<file path="src/rtl/mem_pkg.sv">
// Shared types for the data memory controller: access sizes, FSM states, word geometry.
package mem_pkg;
  localparam int WORD_BYTES = 4;

  typedef enum logic [1:0] {
    MEM_BYTE = 2'b00,
    MEM_HALF = 2'b01,
    MEM_WORD = 2'b10
  } mem_size_t;

  typedef enum logic [2:0] {
    ST_IDLE,
    ST_LOAD,
    ST_STORE_RESP,
    ST_RMW,
    ST_ERR_RESP
  } dmc_state_t;
endpackage

</file>
<file path="src/rtl/mem_lane_align.sv">
// Lane steering between RAM words and byte/half/word data; purely combinational, no flow control.
// Load path extracts and extends; store path merges new data into the old word.
module mem_lane_align
  import mem_pkg::*;
(
  input  logic [31:0] ld_word,
  input  logic [1:0]  lane,
  input  mem_size_t   size,
  input  logic        is_unsigned,
  output logic [31:0] ld_data,
  input  logic [31:0] st_old,
  input  logic [31:0] st_new,
  output logic [31:0] st_merged
);
  logic [7:0]  ld_byte;
  logic [15:0] ld_half;

  always_comb begin
    ld_byte = ld_word[{lane, 3'b000} +: 8];
    ld_half = lane[1] ? ld_word[31:16] : ld_word[15:0];
    case (size)
      MEM_BYTE: ld_data = is_unsigned ? {24'b0, ld_byte} : {{24{ld_byte[7]}}, ld_byte};
      MEM_HALF: ld_data = is_unsigned ? {16'b0, ld_half} : {{16{ld_half[15]}}, ld_half};
      default:  ld_data = ld_word;
    endcase
  end

  always_comb begin
    st_merged = st_old;
    case (size)
      MEM_BYTE: st_merged[{lane, 3'b000} +: 8] = st_new[7:0];
      MEM_HALF: begin
        if (lane[1]) st_merged[31:16] = st_new[15:0];
        else         st_merged[15:0]  = st_new[15:0];
      end
      default:  st_merged = st_new;
    endcase
  end
endmodule

</file>
<file path="src/rtl/data_mem_ctrl.sv">
// Byte-addressed load/store front-end onto a 1-cycle single-port word RAM; responds 1 cycle after
// accept (2 for sub-word stores via read-modify-write); ready only in IDLE, response has no backpressure.
module data_mem_ctrl
  import mem_pkg::*;
#(
  parameter int DEPTH      = 2**16,
  parameter int DATA_WIDTH = 32
) (
  input  logic                     i_clk,
  input  logic                     i_rst,
  input  logic                     i_req_valid,
  output logic                     o_req_ready,
  input  logic                     i_req_we,
  input  logic [1:0]               i_req_size,
  input  logic                     i_req_unsigned,
  input  logic [31:0]              i_req_addr,
  input  logic [DATA_WIDTH-1:0]    i_req_wdata,
  output logic                     o_resp_valid,
  output logic [DATA_WIDTH-1:0]    o_resp_rdata,
  output logic                     o_resp_err,
  output logic [$clog2(DEPTH)-1:0] o_ram_addr,
  output logic [DATA_WIDTH-1:0]    o_ram_data,
  output logic                     o_ram_we,
  input  logic [DATA_WIDTH-1:0]    i_ram_data
);
  localparam int AW = $clog2(DEPTH);
  localparam int LW = $clog2(WORD_BYTES);

  dmc_state_t            state, state_nxt;
  logic                  cap_we, cap_uns;
  mem_size_t             cap_size;
  logic [LW-1:0]         cap_lane;
  logic [AW-1:0]         cap_addr;
  logic [DATA_WIDTH-1:0] cap_wdata;

  logic                  accept, req_err;
  logic [AW-1:0]         req_word;
  logic [DATA_WIDTH-1:0] ld_data, st_merged;

  assign o_req_ready = (state == ST_IDLE) && !i_rst;
  assign accept      = i_req_valid && o_req_ready;
  assign req_word    = i_req_addr[AW+LW-1:LW];

  always_comb begin
    req_err = 1'b0;
    case (mem_size_t'(i_req_size))
      MEM_BYTE: req_err = 1'b0;
      MEM_HALF: req_err = i_req_addr[0];
      MEM_WORD: req_err = (i_req_addr[1:0] != 2'b00);
      default:  req_err = 1'b1;
    endcase
    if ((i_req_addr >> (AW + LW)) != 32'd0) req_err = 1'b1;
  end

  mem_lane_align u_align (
    .ld_word     (i_ram_data),
    .lane        (cap_lane),
    .size        (cap_size),
    .is_unsigned (cap_uns),
    .ld_data     (ld_data),
    .st_old      (i_ram_data),
    .st_new      (cap_wdata),
    .st_merged   (st_merged)
  );

  always_ff @(posedge i_clk or posedge i_rst) begin
    if (i_rst) begin
      state     <= ST_IDLE;
      cap_we    <= 1'b0;
      cap_uns   <= 1'b0;
      cap_size  <= MEM_BYTE;
      cap_lane  <= '0;
      cap_addr  <= '0;
      cap_wdata <= '0;
    end else begin
      state <= state_nxt;
      if (accept && !req_err) begin
        cap_we    <= i_req_we;
        cap_uns   <= i_req_unsigned;
        cap_size  <= mem_size_t'(i_req_size);
        cap_lane  <= i_req_addr[LW-1:0];
        cap_addr  <= req_word;
        cap_wdata <= i_req_wdata;
      end
    end
  end

  always_comb begin
    state_nxt    = state;
    o_resp_valid = 1'b0;
    o_resp_err   = 1'b0;
    o_resp_rdata = '0;
    o_ram_we     = 1'b0;
    o_ram_addr   = cap_addr;
    o_ram_data   = '0;
    case (state)
      ST_IDLE: begin
        if (accept) begin
          if (req_err) begin
            state_nxt = ST_ERR_RESP;
          end else begin
            o_ram_addr = req_word;
            if (!i_req_we) begin
              state_nxt = ST_LOAD;
            end else if (i_req_size == MEM_WORD) begin
              o_ram_we   = 1'b1;
              o_ram_data = i_req_wdata;
              state_nxt  = ST_STORE_RESP;
            end else begin
              state_nxt = ST_RMW;
            end
          end
        end
      end
      ST_LOAD: begin
        o_resp_valid = 1'b1;
        o_resp_rdata = ld_data;
        state_nxt    = ST_IDLE;
      end
      ST_RMW: begin
        // i_ram_data is the old word read during the accept cycle
        o_ram_we   = 1'b1;
        o_ram_data = st_merged;
        state_nxt  = ST_STORE_RESP;
      end
      ST_STORE_RESP: begin
        o_resp_valid = 1'b1;
        state_nxt    = ST_IDLE;
      end
      ST_ERR_RESP: begin
        o_resp_valid = 1'b1;
        o_resp_err   = 1'b1;
        state_nxt    = ST_IDLE;
      end
      default: state_nxt = ST_IDLE;
    endcase
    // Reset kills an in-flight RMW write immediately, not at the next edge
    if (i_rst) begin
      o_ram_we     = 1'b0;
      o_ram_addr   = '0;
      o_ram_data   = '0;
      o_resp_valid = 1'b0;
      o_resp_err   = 1'b0;
      o_resp_rdata = '0;
    end
  end

  logic unused_cap_we;
  assign unused_cap_we = cap_we;
endmodule

</file>
<file path="config.mk">
export PLATFORM = sky130hd
export DESIGN_NAME = data_mem_ctrl
export DESIGN_NICKNAME = d
export VERILOG_FILES = /design/src/rtl/mem_pkg.sv /design/src/rtl/mem_lane_align.sv /design/src/rtl/data_mem_ctrl.sv
export SDC_FILE = /design/constraint.sdc
export NUM_CORES = 1
export LEC_CHECK = 0
export CAP_MARGIN = 20
export CORE_MARGIN = 1.5
export CORE_UTILIZATION = 45
export DETAILED_ROUTE_END_ITERATION = 7
export PLACE_DENSITY = 0.82
export SKIP_LAST_GASP = 1
export SLEW_MARGIN = 25
export SYNTH_ARGS = -nofsm -noshare
export SYNTH_HDL_FRONTEND = slang
export SYNTH_SLANG_ARGS = --single-unit
</file>
<file path="constraint.sdc">
create_clock -name i_clk -period 3.3 [get_ports i_clk]
set_input_delay 0.33 -clock i_clk [delete_from_list [all_inputs] [get_ports i_clk]]
set_output_delay 0.33 -clock i_clk [all_outputs]
set_load 0.1 [all_outputs]
</file>
# Word-level counts from Yosys, hierarchy flattened
# Index checks and enable logic that the tools add are counted.
# totals
in_bits	103
out_inout_bits	84
regBits	56
# classes
add_sub_neg	1
shifts	3
muxes	37
eq_ne	8
n_reduce_logical	11
# ops
cell	count
$mux W32	9
$pmux W32 S2	3
$mux W16	7
$bwmux W32	1
$reduce_bool A32 Y1	1
$shift A8 B7 Y32 const A	1
$shiftx A32 B6 Y8	1
$shiftx A8 B7 Y32	1
$mux W1	11
$neg A5 Y7	1
$eq A3 B2 Y1 const B	2
$mux W3	2
$pmux W3 S2	1
$eq A2 B1 Y1 const B	2
$logic_not A2 Y1	2
$eq A3 B1 Y1 const B	1
$eq A3 B3 Y1 const B	1
$logic_and A1 B1 Y1	3
$logic_not A3 Y1	1
$pmux W1 S3	1
$reduce_or A3 Y1	1
$eq A2 B2 Y1 const B	1
$logic_not A1 Y1	2
$mux W2	1
other kinds (3)	3

# Depth between registers and ports, before layout
# logic_depth
ltp_word	7
ltp_mapped	8
ltp_nobuf	6

# Cells and area by module
# Synthesis repeated with hierarchy kept, for this count alone.
# hier_totals
hier_cells	598
area_unflattened_um2	4820.9
# by_module_without_submodules
mod	seq_area_each_um2	instances	area_each_um2	cells_per_inst
data_mem_ctrl	1401.3	1	3164.3	338
mem_lane_align	0.0	1	1656.6	260

# Worst setup path before layout
# Ideal clock, no wire load.
# synth_timing
kind	reg-to-output
start	register state[1]
end	output o_resp_rdata[6]
stages_incl_launch_ff	6
n_path_buf	2
setup_slack_ps	-746
arrival_time_ps	3716
path_cell_list	dfrtp_1 > buf_4 > nor4b_1 > clkbuf_1 > o21ai_0 > a211oi_1
# synth_via
elab_chain_len	3
# synth_rtl
item	line_no	source
start, declared	data_mem_ctrl.sv:29	dmc_state_t state, state_nxt;
start signal, assigned	data_mem_ctrl.sv:76	state <= state_nxt;
$eq A3 B1 Y1	data_mem_ctrl.sv:96	case (state)
$mux W32	data_mem_ctrl.sv:96	
$mux W32	data_mem_ctrl.sv:138	if (i_rst) begin
end, declared	data_mem_ctrl.sv:19	output logic [DATA_WIDTH-1:0] o_resp_rdata,
# Every way passes these cells.

# Final worst setup path
# layout_timing
start	register cap_lane[1]
end	output o_ram_data[21]
# layout_via
elab_chain_len	6
elab_cells_between_ends	8
classes_between	1 x add/sub; 2 x shift; 5 x mux
# layout_rtl
item	line_no	source
start, declared	data_mem_ctrl.sv:32	logic [LW-1:0] cap_lane;
start signal, assigned	data_mem_ctrl.sv:81	cap_lane <= i_req_addr[LW-1:0];
$neg A5 Y7	mem_lane_align.sv:31	MEM_BYTE: st_merged[{lane, 3'b000} +: 8] = st_new[7:0];
$shiftx A8 B7 Y32 or $shift A8 B7 Y32 (tied branches)	mem_lane_align.sv:31	
$bwmux W32	mem_lane_align.sv:31	
$pmux W32 S2 (*)	mem_lane_align.sv:30	case (size)
$pmux W32 S2 (*)	data_mem_ctrl.sv:96	
$mux W32 (*)	data_mem_ctrl.sv:138	
end, declared	data_mem_ctrl.sv:22	output logic [DATA_WIDTH-1:0] o_ram_data,
# Every way passes the cells marked *; elsewhere a longest branch is shown, timed or not.

==> reports/metrics.yaml <==
finish:
  diodes: 0
  finalNetCount: 773
  post-route-util_pct: 76.4
  drive_gt1_share_pct: 38.9
  design_area_um2: 7990
  area_growth_pct: 63.0
cts:
  cts_max_path_buffers: 2
  clk_pin_slew_worst_paths_ps: 120
  cts.sinks: 56
  cts_hold_buffers: 0
  worst_skew_pair.late_latency_ps: 330
  ctsHtreeMaxLevel: 2
  clockRootBuffer: "clkbuf_8"
  cts_tree: "done"
  ctsResizeCount: 0
  cts_setup_buffers: 0
  cts_buffers: 5
yosys:
  syn_nets: 606
  syn_area_um2: 4900
  ys_seq_area_share_pct: 28.6
  synth_warnings: 0
  async_flop_share_pct: 100
  yosysUniqueCellTypes: 51
  synthCells: 498
  synth_edf_count: 0
  ys_ff_latch: 56
  yosys_most_used_dff: "dfrtp_1"
  syn_avg_cell_area_um2: 9.84
timing:
  fin_skew_ps: 13.8
  min_period_ps: 3030
  worst_pin_slew_ps: 804
  rsz0062_at_grt: "no"
  relSlewSlack_pct: 46.4
  drv_slew: 0
  hold_violations: 0
  finalSetupViolations: 0
  hold_slack_ps: 503
  max_freq_ghz: 0.330
  finalCritPeriodShare_pct: 91.9
worst_setup_path:
  critPathKind: "register to primary output"
  path_max_fanout: 10
  crit_slowest_cell: "ha_1"
  critical_path.max_stage_delay_ps: 440
  crit_cells: 8
  critPathTopFamily: "buffers and inverters"
  crit_required_ps: 2970
  end_kind: "primary output"
  r2r-end: "cap_addr[14]$_DFFE_PP0P_"
  cp.arrival_ps: 2700
  r2r_cells: 6
  startpoint: "cap_lane[1]$_DFFE_PP0P_"
  crit_buf_inv: 3
  regToRegSetupSlack_ps: 830
  r2r_start: "state[0]$_DFFE_PP0P_"
  critical_path.cell_chain: "clkinv_1, ha_1, nor4b_2, buf_4, nand3_1, a31oi_1, a21o_4, buf_12"
  cp-start-kind: "register"
grt:
  overflow: 0
  grt_pass1_wl_mm: 29.8
  antenna_found_initial: 0
  grt_pass1_vias: 5320
  grt_start_max_net_pins: 57
  grt_usage_pct: 33.2
routing:
  wl_per_cell_um: 24.0
  drc: 0
  via_per_inst: 6.52
  ant_nets: 0
  vias: 5231
  wl_mm: 19.3
  first_pass_iters: 5
  drt_iter0_drc: 614
job:
  cap_violations: 0
placement:
  hpwl_mm: 14.3
  port_buffers: 186
  postPlaceCellArea_um2: 7890
  finalWeightedCongestion: 0.922
pwr:
  power_density_nw_per_um2: 172
  cell_internal_pwr_uw: 984
  clkPwrFrac_pct: 30.5
  switching_share_pct: 28.2
  ir_drop_mv: 0.182
  combPwrFrac_pct: 19.3
  total_power_uw: 1370
  seqPwrFrac_pct: 50.2
  p_switching_uw: 387
  p_leak_uw: 0.00338
floorplan:
  io_pins: 187
  die_width_um: 107
  rows: 37
  die_y_um: 107
  die_area_um2: 11500
  coreArea_um2: 10500
  start_util_pct: 46.9
worst_hold_path:
  min_path_type: "register to register"
  worstHoldEndpoint: "cap_wdata[17]$_DFFE_PP0P_"
  hold_path_depth: 1
  hp-start: "cap_wdata[17]$_DFFE_PP0P_"
run_status:
  status: "complete, no violations"
-- kinds of logic (layout without fill, tap and decap cells) --
group	after synthesis	count (layout)	synth area share, %
buffers and inverters	61	229	6.00
xor gates and xnor gates	1	1	0.179
muxes	80	80	23.5
and+or+nand+nor	103	103	11.8
adders and majority gates	5	5	1.28
DFF	56	56	28.6
AOI/OAI and AO/OA	192	192	28.6
-- power groups by stage --
stage	sequential, uW	clock [uW]	combinational [uW]
detailed placement	702	0	260
global route	689	452	278
finish	689	418	265
CTS	689	422	262
global placement	702	0	254
floorplan	700	0	79.7
-- area by class of cell --
type / instances / area (um^2)
Sequential cell: 56 / 1400
Inverter: 14 / 52.6
Fill cell: 718 / 2470
Clock buffer: 5 / 68.8
Tap cell: 136 / 170
Multi-Input combinational cell: 381 / 3410
Timing Repair Buffer: 207 / 2860
Clock inverter: 3 / 26.3
-- synthesized netlist by cell type, types with 13 or more instances --
cell	n	share of area, %
dfrtp_1	56	29
mux2_4	50	15
a21o_1	40	6.1
clkbuf_1	26	2.0
nand3_1	26	2.7
a31oi_1	25	3.2
a22o_1	23	4.1
nand2_1	23	1.8
a21oi_1	21	2.1
o21ai_0	20	2.0
mux2_2	18	4.1
a32oi_1	17	3.0
nor2_1	14	1.1
inv_1	13	1.0
o22ai_1	13	1.7
-- per-stage QoR --
step	instances	setup slack [ps]	TNS, ps
2_1_floorplan	498	-93.6	-2200
3_3_place_gp	794	447	0
3_5_place_dp	794	350	0
4_1_cts	802	277	0
5_1_grt	802	101	0
6_report	802	267	0
-- placed cells by master, fill, tap and decap left out, types with 7 or more instances in the layout --
cell type / Yosys / final
a31oi_1: 25 / 24
a21o_1: 40 / 16
nand3_1: 26 / 26
dfrtp_1: 56 / 56
a221oi_1: 7 / 7
a21oi_1: 21 / 21
a32oi_1: 17 / 17
a22o_2: 0 / 14
o21ai_0: 20 / 20
a21o_2: 0 / 21
mux2_2: 18 / 18
a22o_4: 0 / 9
o22ai_1: 13 / 13
o221a_2: 7 / 7
mux2_4: 50 / 50
nor2_1: 14 / 14
clkdlybuf4s50_1: 0 / 102
buf_4: 2 / 21
nand2_1: 23 / 23
buf_12: 0 / 84
nand4_1: 8 / 8
inv_1: 13 / 12
-- sequential cells by signal, summed over array words and instances (netlist names) --
register   flops
cap_addr      16
cap_lane       2
cap_uns        1
cap_wdata     32
state          3
cap_size       2
-- metal layers --
layer	vias up	global-route usage, %	wire length (um)
met5	-	0	0
met4	0	12.8	716
met3	61	5.57	1550
met2	326	53.4	9250
met1	2554	44.5	7740
li1	2290	-	-
-- worst max path at each step --
stage	endpoint	slack, ps
after floorplan	o_ram_data[3]	-90
after global placement	o_ram_addr[5]	450
after detailed placement	o_ram_addr[6]	350
after CTS	o_ram_data[21]	280
after global routing	o_ram_data[21]	100
final	o_ram_data[21]	270
Power figures use the tool's default switching activity.
